==> config.mk <==
export PLATFORM = sky130hd
export DESIGN_NAME = alu_packet_rx
export DESIGN_NICKNAME = d
export VERILOG_FILES = /design/src/rtl/config_pkg.sv /design/src/rtl/alu_rx_timeout.sv /design/src/rtl/alu_packet_rx.sv
export SDC_FILE = /design/constraint.sdc
export NUM_CORES = 1
export LEC_CHECK = 0
export CORE_ASPECT_RATIO = 0.75
export CORE_MARGIN = 3
export CORE_UTILIZATION = 30
export DETAILED_ROUTE_END_ITERATION = 7
export SLEW_MARGIN = 20
export SYNTH_ARGS = -nofsm -noshare
export SYNTH_HDL_FRONTEND = slang
export SYNTH_SLANG_ARGS = --single-unit
==> constraint.sdc <==
create_clock -name clk -period 4.7 [get_ports clk]
set_input_delay 1.175 -clock clk [delete_from_list [all_inputs] [get_ports clk]]
set_output_delay 1.175 -clock clk [all_outputs]
set_load 0.02 [all_outputs]
==> src/rtl/config_pkg.sv <==
// Shared constants and parser state encoding for the ALU command packet receiver.
package config_pkg;

    localparam logic [7:0] OP_ECHO = 8'hEC;
    localparam logic [7:0] OP_ADD  = 8'hAD;
    localparam logic [7:0] OP_MUL  = 8'hAC;
    localparam logic [7:0] OP_DIV  = 8'hD1;

    localparam int HDR_BYTES = 4;

    typedef enum logic [2:0] {
        ST_IDLE     = 3'd0,
        ST_RSVD     = 3'd1,
        ST_LEN_LO   = 3'd2,
        ST_LEN_HI   = 3'd3,
        ST_PAYLOAD  = 3'd4,
        ST_DRAIN    = 3'd5,
        ST_ISSUE    = 3'd6,
        ST_WAIT_ALU = 3'd7
    } rx_state_e;

    function automatic logic op_known(input logic [7:0] op);
        logic known;
        case (op)
            OP_ECHO, OP_ADD, OP_MUL, OP_DIV: known = 1'b1;
            default:                         known = 1'b0;
        endcase
        return known;
    endfunction

endpackage

==> src/rtl/alu_rx_timeout.sv <==
// Inter-byte watchdog: reloads on clr, counts down while enabled, pulses expire at zero.
module alu_rx_timeout #(
    parameter int timeout_cycles_p = 1200000
) (
    input  logic clk,
    input  logic rst,
    input  logic clr,
    input  logic en,
    output logic expire
);

    localparam int CW = (timeout_cycles_p > 2) ? $clog2(timeout_cycles_p) : 1;
    localparam logic [CW-1:0] LOAD_VAL = CW'(timeout_cycles_p - 1);

    logic [CW-1:0] cnt_r;

    // Down-counter; holds at zero until the parser leaves the counting states
    always_ff @(posedge clk or negedge rst) begin
        if (!rst) begin
            cnt_r <= LOAD_VAL;
        end else if (clr) begin
            cnt_r <= LOAD_VAL;
        end else if (en && (cnt_r != {CW{1'b0}})) begin
            cnt_r <= cnt_r - {{(CW-1){1'b0}}, 1'b1};
        end else begin
            cnt_r <= cnt_r;
        end
    end

    assign expire = en & ~clr & (cnt_r == {CW{1'b0}});

endmodule

==> src/rtl/alu_packet_rx.sv <==
// Parses UART command packets (opcode, reserved, 16-bit length, payload) into
// ALU operands and issues a one-cycle start pulse once the ALU is free.
module alu_packet_rx
    import config_pkg::*;
#(
    parameter int max_payload_p    = 8,
    parameter int timeout_cycles_p = 1200000
) (
    input  logic        clk,
    input  logic        rst,
    input  logic [7:0]  rx_data_i,
    input  logic        rx_valid_i,
    output logic        rx_ready_o,
    input  logic        busy_i,
    output logic [7:0]  opcode_o,
    output logic [1:0]  top_byte_o,
    output logic [32:0] data1_o,
    output logic        data1_valid_o,
    output logic [32:0] data2_o,
    output logic        data2_valid_o,
    output logic        start_alu_o,
    output logic        err_o
);

    rx_state_e   state_r, state_nx_s, issue_nx_s;
    logic        ready_r, start_r, err_r, first_r;
    logic [7:0]  opcode_r, len_lo_r;
    logic [15:0] plen_r, idx_r;
    logic [31:0] data1_r, data2_r;
    logic        v1_r, v2_r;
    logic [1:0]  top_r;
    logic        xfer_s, counting_s, expire_s, last_s;
    logic [15:0] len_s, plen_s;

    assign xfer_s     = rx_valid_i & ready_r;
    assign len_s      = {rx_data_i, len_lo_r};
    assign plen_s     = len_s - 16'(HDR_BYTES);
    assign last_s     = (idx_r == (plen_r - 16'd1));
    assign counting_s = state_r inside {ST_RSVD, ST_LEN_LO, ST_LEN_HI, ST_PAYLOAD, ST_DRAIN};
    assign issue_nx_s = busy_i ? ST_ISSUE : ST_WAIT_ALU;

    alu_rx_timeout #(
        .timeout_cycles_p(timeout_cycles_p)
    ) u_timeout (
        .clk   (clk),
        .rst   (rst),
        .clr   (xfer_s | ~counting_s),
        .en    (counting_s),
        .expire(expire_s)
    );

    // Next-state decode; a free ALU lets the parser skip ISSUE so start follows the last byte directly
    always_comb begin
        state_nx_s = state_r;
        case (state_r)
            ST_IDLE: begin
                if (xfer_s) state_nx_s = ST_RSVD;
                else        state_nx_s = ST_IDLE;
            end
            ST_RSVD: begin
                if (xfer_s)        state_nx_s = ST_LEN_LO;
                else if (expire_s) state_nx_s = ST_IDLE;
                else               state_nx_s = ST_RSVD;
            end
            ST_LEN_LO: begin
                if (xfer_s)        state_nx_s = ST_LEN_HI;
                else if (expire_s) state_nx_s = ST_IDLE;
                else               state_nx_s = ST_LEN_LO;
            end
            ST_LEN_HI: begin
                if (xfer_s) begin
                    if (len_s < 16'(HDR_BYTES))                 state_nx_s = ST_IDLE;
                    else if (plen_s == 16'd0)                   state_nx_s = issue_nx_s;
                    else if (!op_known(opcode_r))               state_nx_s = ST_DRAIN;
                    else if (plen_s > 16'(max_payload_p))       state_nx_s = ST_DRAIN;
                    else                                        state_nx_s = ST_PAYLOAD;
                end else if (expire_s) begin
                    state_nx_s = ST_IDLE;
                end else begin
                    state_nx_s = ST_LEN_HI;
                end
            end
            ST_PAYLOAD: begin
                if (xfer_s && last_s) state_nx_s = issue_nx_s;
                else if (xfer_s)      state_nx_s = ST_PAYLOAD;
                else if (expire_s)    state_nx_s = ST_IDLE;
                else                  state_nx_s = ST_PAYLOAD;
            end
            ST_DRAIN: begin
                if (xfer_s && last_s) state_nx_s = ST_IDLE;
                else if (expire_s)    state_nx_s = ST_IDLE;
                else                  state_nx_s = ST_DRAIN;
            end
            ST_ISSUE: begin
                if (!busy_i) state_nx_s = ST_WAIT_ALU;
                else         state_nx_s = ST_ISSUE;
            end
            ST_WAIT_ALU: begin
                if (!first_r && !busy_i) state_nx_s = ST_IDLE;
                else                     state_nx_s = ST_WAIT_ALU;
            end
            default: state_nx_s = ST_IDLE;
        endcase
    end

    // State, pulses and operand registers; any drop back to IDLE from a receiving state is an error
    always_ff @(posedge clk or negedge rst) begin
        if (!rst) begin
            state_r  <= ST_IDLE;
            ready_r  <= 1'b0;
            start_r  <= 1'b0;
            err_r    <= 1'b0;
            first_r  <= 1'b0;
            opcode_r <= 8'h00;
            len_lo_r <= 8'h00;
            plen_r   <= 16'h0000;
            idx_r    <= 16'h0000;
            data1_r  <= 32'h0000_0000;
            data2_r  <= 32'h0000_0000;
            v1_r     <= 1'b0;
            v2_r     <= 1'b0;
            top_r    <= 2'd0;
        end else begin
            state_r <= state_nx_s;
            ready_r <= !(state_nx_s inside {ST_ISSUE, ST_WAIT_ALU});
            start_r <= (state_nx_s == ST_WAIT_ALU) && (state_r != ST_WAIT_ALU);
            first_r <= (state_nx_s == ST_WAIT_ALU) && (state_r != ST_WAIT_ALU);
            err_r   <= counting_s && (state_nx_s == ST_IDLE);
            case (state_r)
                ST_IDLE: begin
                    if (xfer_s) begin
                        opcode_r <= rx_data_i;
                        data1_r  <= 32'h0000_0000;
                        data2_r  <= 32'h0000_0000;
                        v1_r     <= 1'b0;
                        v2_r     <= 1'b0;
                    end
                end
                ST_LEN_LO: begin
                    if (xfer_s) len_lo_r <= rx_data_i;
                end
                ST_LEN_HI: begin
                    if (xfer_s) begin
                        plen_r <= plen_s;
                        idx_r  <= 16'h0000;
                        top_r  <= (plen_s >= 16'd4) ? 2'd0 : plen_s[1:0];
                    end
                end
                ST_PAYLOAD: begin
                    if (xfer_s) begin
                        idx_r <= idx_r + 16'd1;
                        if (idx_r < 16'd4) begin
                            data1_r[{idx_r[1:0], 3'b000} +: 8] <= rx_data_i;
                            v1_r <= 1'b1;
                        end else begin
                            data2_r[{idx_r[1:0], 3'b000} +: 8] <= rx_data_i;
                            v2_r <= 1'b1;
                        end
                    end
                end
                ST_DRAIN: begin
                    if (xfer_s) idx_r <= idx_r + 16'd1;
                end
                ST_WAIT_ALU: begin
                    if (state_nx_s == ST_IDLE) begin
                        data1_r <= 32'h0000_0000;
                        data2_r <= 32'h0000_0000;
                        v1_r    <= 1'b0;
                        v2_r    <= 1'b0;
                    end
                end
                default: idx_r <= idx_r;
            endcase
        end
    end

    assign rx_ready_o    = ready_r;
    assign opcode_o      = opcode_r;
    assign top_byte_o    = top_r;
    assign data1_o       = {1'b0, data1_r};
    assign data2_o       = {1'b0, data2_r};
    assign data1_valid_o = v1_r;
    assign data2_valid_o = v2_r;
    assign start_alu_o   = start_r;
    assign err_o         = err_r;

endmodule

==> impl_metrics.csv <==
group,metric,value,unit
outcome,outcome,"finished clean",
floorplanning,fp.dieH,139,µm
critical_path,cp_max_fo,3,
critical_path,cp.arrival,3.85,ns
routing,wl_met1,10100,µm
routing,topRoutingLayerUsed,"met4",
critical_path,worstPathCellList,"clkdlybuf4s50_1 > or4_4 > nand4b_4 > nand4b_4 > or3b_4 > o211a_1 > o31ai_2 > a21bo_1 > and3b_1",
routing,drc,0,
placement,place_ws,0.788,ns
flow_run,cap_violations,0,
sta,skew,0.00946,ns
grt,overflow,0,
sta,hold_violations,0,
critical_path,worstSetupStartpointType,"input port",
layout,drive_gt1_share,11.1,%
layout,nNetsFinal,857,
floorplanning,die_area,25500,µm²
floorplanning,core.rowCount,48,
grt,grt_pass1_wl,30600,µm
sta,fin_setup_tns,0,ns
power,leakage,0.00361,µW
power,p_int,3020,µW
cts,path_clk_slew,0.06,ns
critical_path,required,5.06,ns
critical_path,slowest_stage,"or4_4",
critical_path,end_kind,"flop",
power,vdd_drop_max,0.000267,V
power,power,4860,µW
sta,setup_ws,1.21,ns
placement,place_hpwl,13300,µm
synthesis,yosys-top-cells-count,"nand2_1, dfrtp_1, o21ai_0, nor2_1, xnor2_1",
cts,htreeDepth,4,
placement,gp_congestion,0.865,
synthesis,synth.most_common_cell,"nand2_1",
synthesis,synth-async-reset-ratio,100,%
synthesis,synth-warning-count,0,
power,p_sw_share,37.9,%
floorplanning,die_x,183,µm
cts,post_cts_resize_count,0,
synthesis,yosys.area.top_type,"dfrtp_1",
synthesis,ys_seq_area_share,50.8,%
critical_path,criticalPathCategory,"in2reg",
routing,drtIter0Drc,510,
critical_path,cpPeakStageDelay,0.60,ns
sta,max_slew_margin,33.0,%
min_path,min_path_type,"reg2reg",
power,clock_power_share,30.1,%
routing,vias,5636,
placement,io_buffer_count,90,
synthesis,ys_seq_elements,143,
cts,hold_buffers,0,
synthesis,yosysUniqueCellTypes,64,
cts,numCtsBuffers,17,
synthesis,synth_area_leaders,"dfrtp_1, nand2_1, o21ai_0",
cts,cts_setup_buffers,0,
routing,drt-total-wl,18900,µm
floorplanning,coreArea,23100,µm²
layout,n_antenna_cell,0,
grt,antenna_found_initial,0,
routing,dr.pass1.iters,5,
synthesis,synth_edf_count,0,
grt,grt_max_degree,106,
sta,period_share,74.3,%
synthesis,synth_area,7080,µm²
routing,wl_per_cell,16.5,µm
routing,drt.antenna.violating_nets,0,
synthesis,avgSynthCellArea,9.38,µm²
floorplanning,top_level_ports,93,
synthesis,synth_flop_cell,"dfrtp_1",
sta,min_period,3.49,ns
sta,tightest_slew,1.00,ns
power,power.density,544,nW/µm²
sta,max_freq,286,MHz
cts,clock_sinks,143,
cts,clk_path_buf_depth,2,
layout,syn2layout_area_growth,26.1,%
cts,clk-insertion-delay-late,0.42,ns
power,p_seq_share,36.9,%
sta,rsz0062_at_grt,"no",
routing,met3WireLength,897,µm
routing,wl_met2,7720,µm
critical_path,crit_top_cell,"nand4b_4",
synthesis,synth_top_area_share,45.6,%
power,combPwrFrac,33.0,%
synthesis,synthCells,755,
floorplanning,start_util,30.6,%
sta,setup_violations,0,
cts,cts_tree,"done",
power,p_sw,1840,µW
grt,first_global_vias,5448,
grt,grt_usage,15.2,%
sta,drv_slew,0,
routing,via_per_inst,4.91,
cts,root_buffer,"clkbuf_16",
cells in the final DEF (no fill, tap or decap), types with 3 or more instances in the layout:
cell             instances
nand2_1                135
dfrtp_1                129
o21ai_0                 96
clkdlybuf4s50_1         89
nor2_1                  49
xnor2_1                 41
nand3_1                 26
inv_1                   23
nor4_1                  18
clkbuf_16               17
nor3_1                  14
xor2_1                  14
mux2_2                  14
dfstp_2                 14
a21oi_1                 12
and3_1                  11
or3_1                   11
buf_4                   11
nand4_1                  9
ha_1                     9
o21ai_1                  7
or2_2                    5
nor3b_1                  4
or4_1                    4
a31oi_1                  4
and4_1                   4
clkinvlp_4               4
bufinv_16                4
inv_6                    4
and2_1                   3
nand2b_1                 3
nor2b_1                  3
mux2i_1                  3
a31o_2                   3
nand4b_1                 3
layer usage:
| metal | vias to the layer above | GRT usage, % |
|---|---|---|
| li1 | 2769 | - |
| met1 | 2722 | 23.8 |
| met2 | 129 | 20.7 |
| met3 | 16 | 3.36 |
| met4 | 0 | 4.33 |
| met5 | - | 0 |
layout make-up:
class / instances / area, µm²
Timing Repair Buffer: 102 / 1000
Inverter: 24 / 90.1
Sequential cell: 143 / 3600
Multi-Input combinational cell: 548 / 3240
Tap cell: 300 / 375
Fill cell: 2306 / 14200
Clock inverter: 15 / 206
Clock buffer: 17 / 425
final timing paths:
kind / slack [ns] / cells past startpoint / to / startpoint
worst max register to register: 1.59 / 10 / err_o / plen_r[0]
worst min-delay path: 0.48 / 2 / u_timeout.cnt_r[20] / u_timeout.cnt_r[20]
worst max-delay path: 1.21 / 9 / first_r / rx_data_i[3]
min in group asynchronous: 0.86 / 1 / data1_r[31] / rst
max in group asynchronous: 3.05 / 2 / u_timeout.cnt_r[20] / rst
worst min register to register: 0.48 / 2 / u_timeout.cnt_r[20] / u_timeout.cnt_r[20]
power groups by stage:
stage | registers [µW] | logic (µW) | clock network, µW
2_1_floorplan | 1770 | 1060 | 0
3_3_place_gp | 1800 | 1570 | 0
3_5_place_dp | 1800 | 1590 | 0
4_1_cts | 1790 | 1600 | 1490
5_1_grt | 1840 | 1760 | 1550
6_report | 1790 | 1600 | 1460
cells by family after synthesis:
| family | after synthesis | synth area share (%) |
|---|---|---|
| adders and majority gates | 9 | 1.59 |
| DFF | 143 | 50.8 |
| and+or+nand+nor | 320 | 22.8 |
| other | 1 | 0.0529 |
| muxes | 17 | 2.65 |
| buffers and inverters | 65 | 3.71 |
| xor gates and xnor gates | 55 | 6.80 |
| AOI/OAI and AO/OA | 145 | 11.6 |
critical path: cells and delay by family:
kind                   cells  cell delay, ns
and+or+nand+nor            5            1.54
AOI/OAI and AO/OA          3            0.57
buffers and inverters      1            0.55
stage by stage:
| stage | instance area, µm² | utilization, % | hold WS, ns | instances |
|---|---|---|---|---|
| floorplan | 7090 | - | 0.454 | 756 |
| global placement | 8300 | 35.9 | 0.462 | 1117 |
| detailed placement | 8300 | 35.9 | 0.473 | 1117 |
| CTS | 8930 | 38.6 | 0.480 | 1149 |
| global route | 8930 | 38.6 | 0.503 | 1149 |
| finish | 8930 | 38.6 | 0.478 | 1149 |
flip-flops by register name (all words and copies together), names as in the netlist:
signal           count
u_timeout.cnt_r     21
data1_valid_o        1
top_byte_o           2
rx_ready_o           1
idx_r               16
data2_valid_o        1
err_o                1
state_r              3
plen_r              16
opcode_o             8
data2_r             32
data1_r             32
first_r              1
len_lo_r             8
No activity file was read; power rests on OpenSTA's default activity.
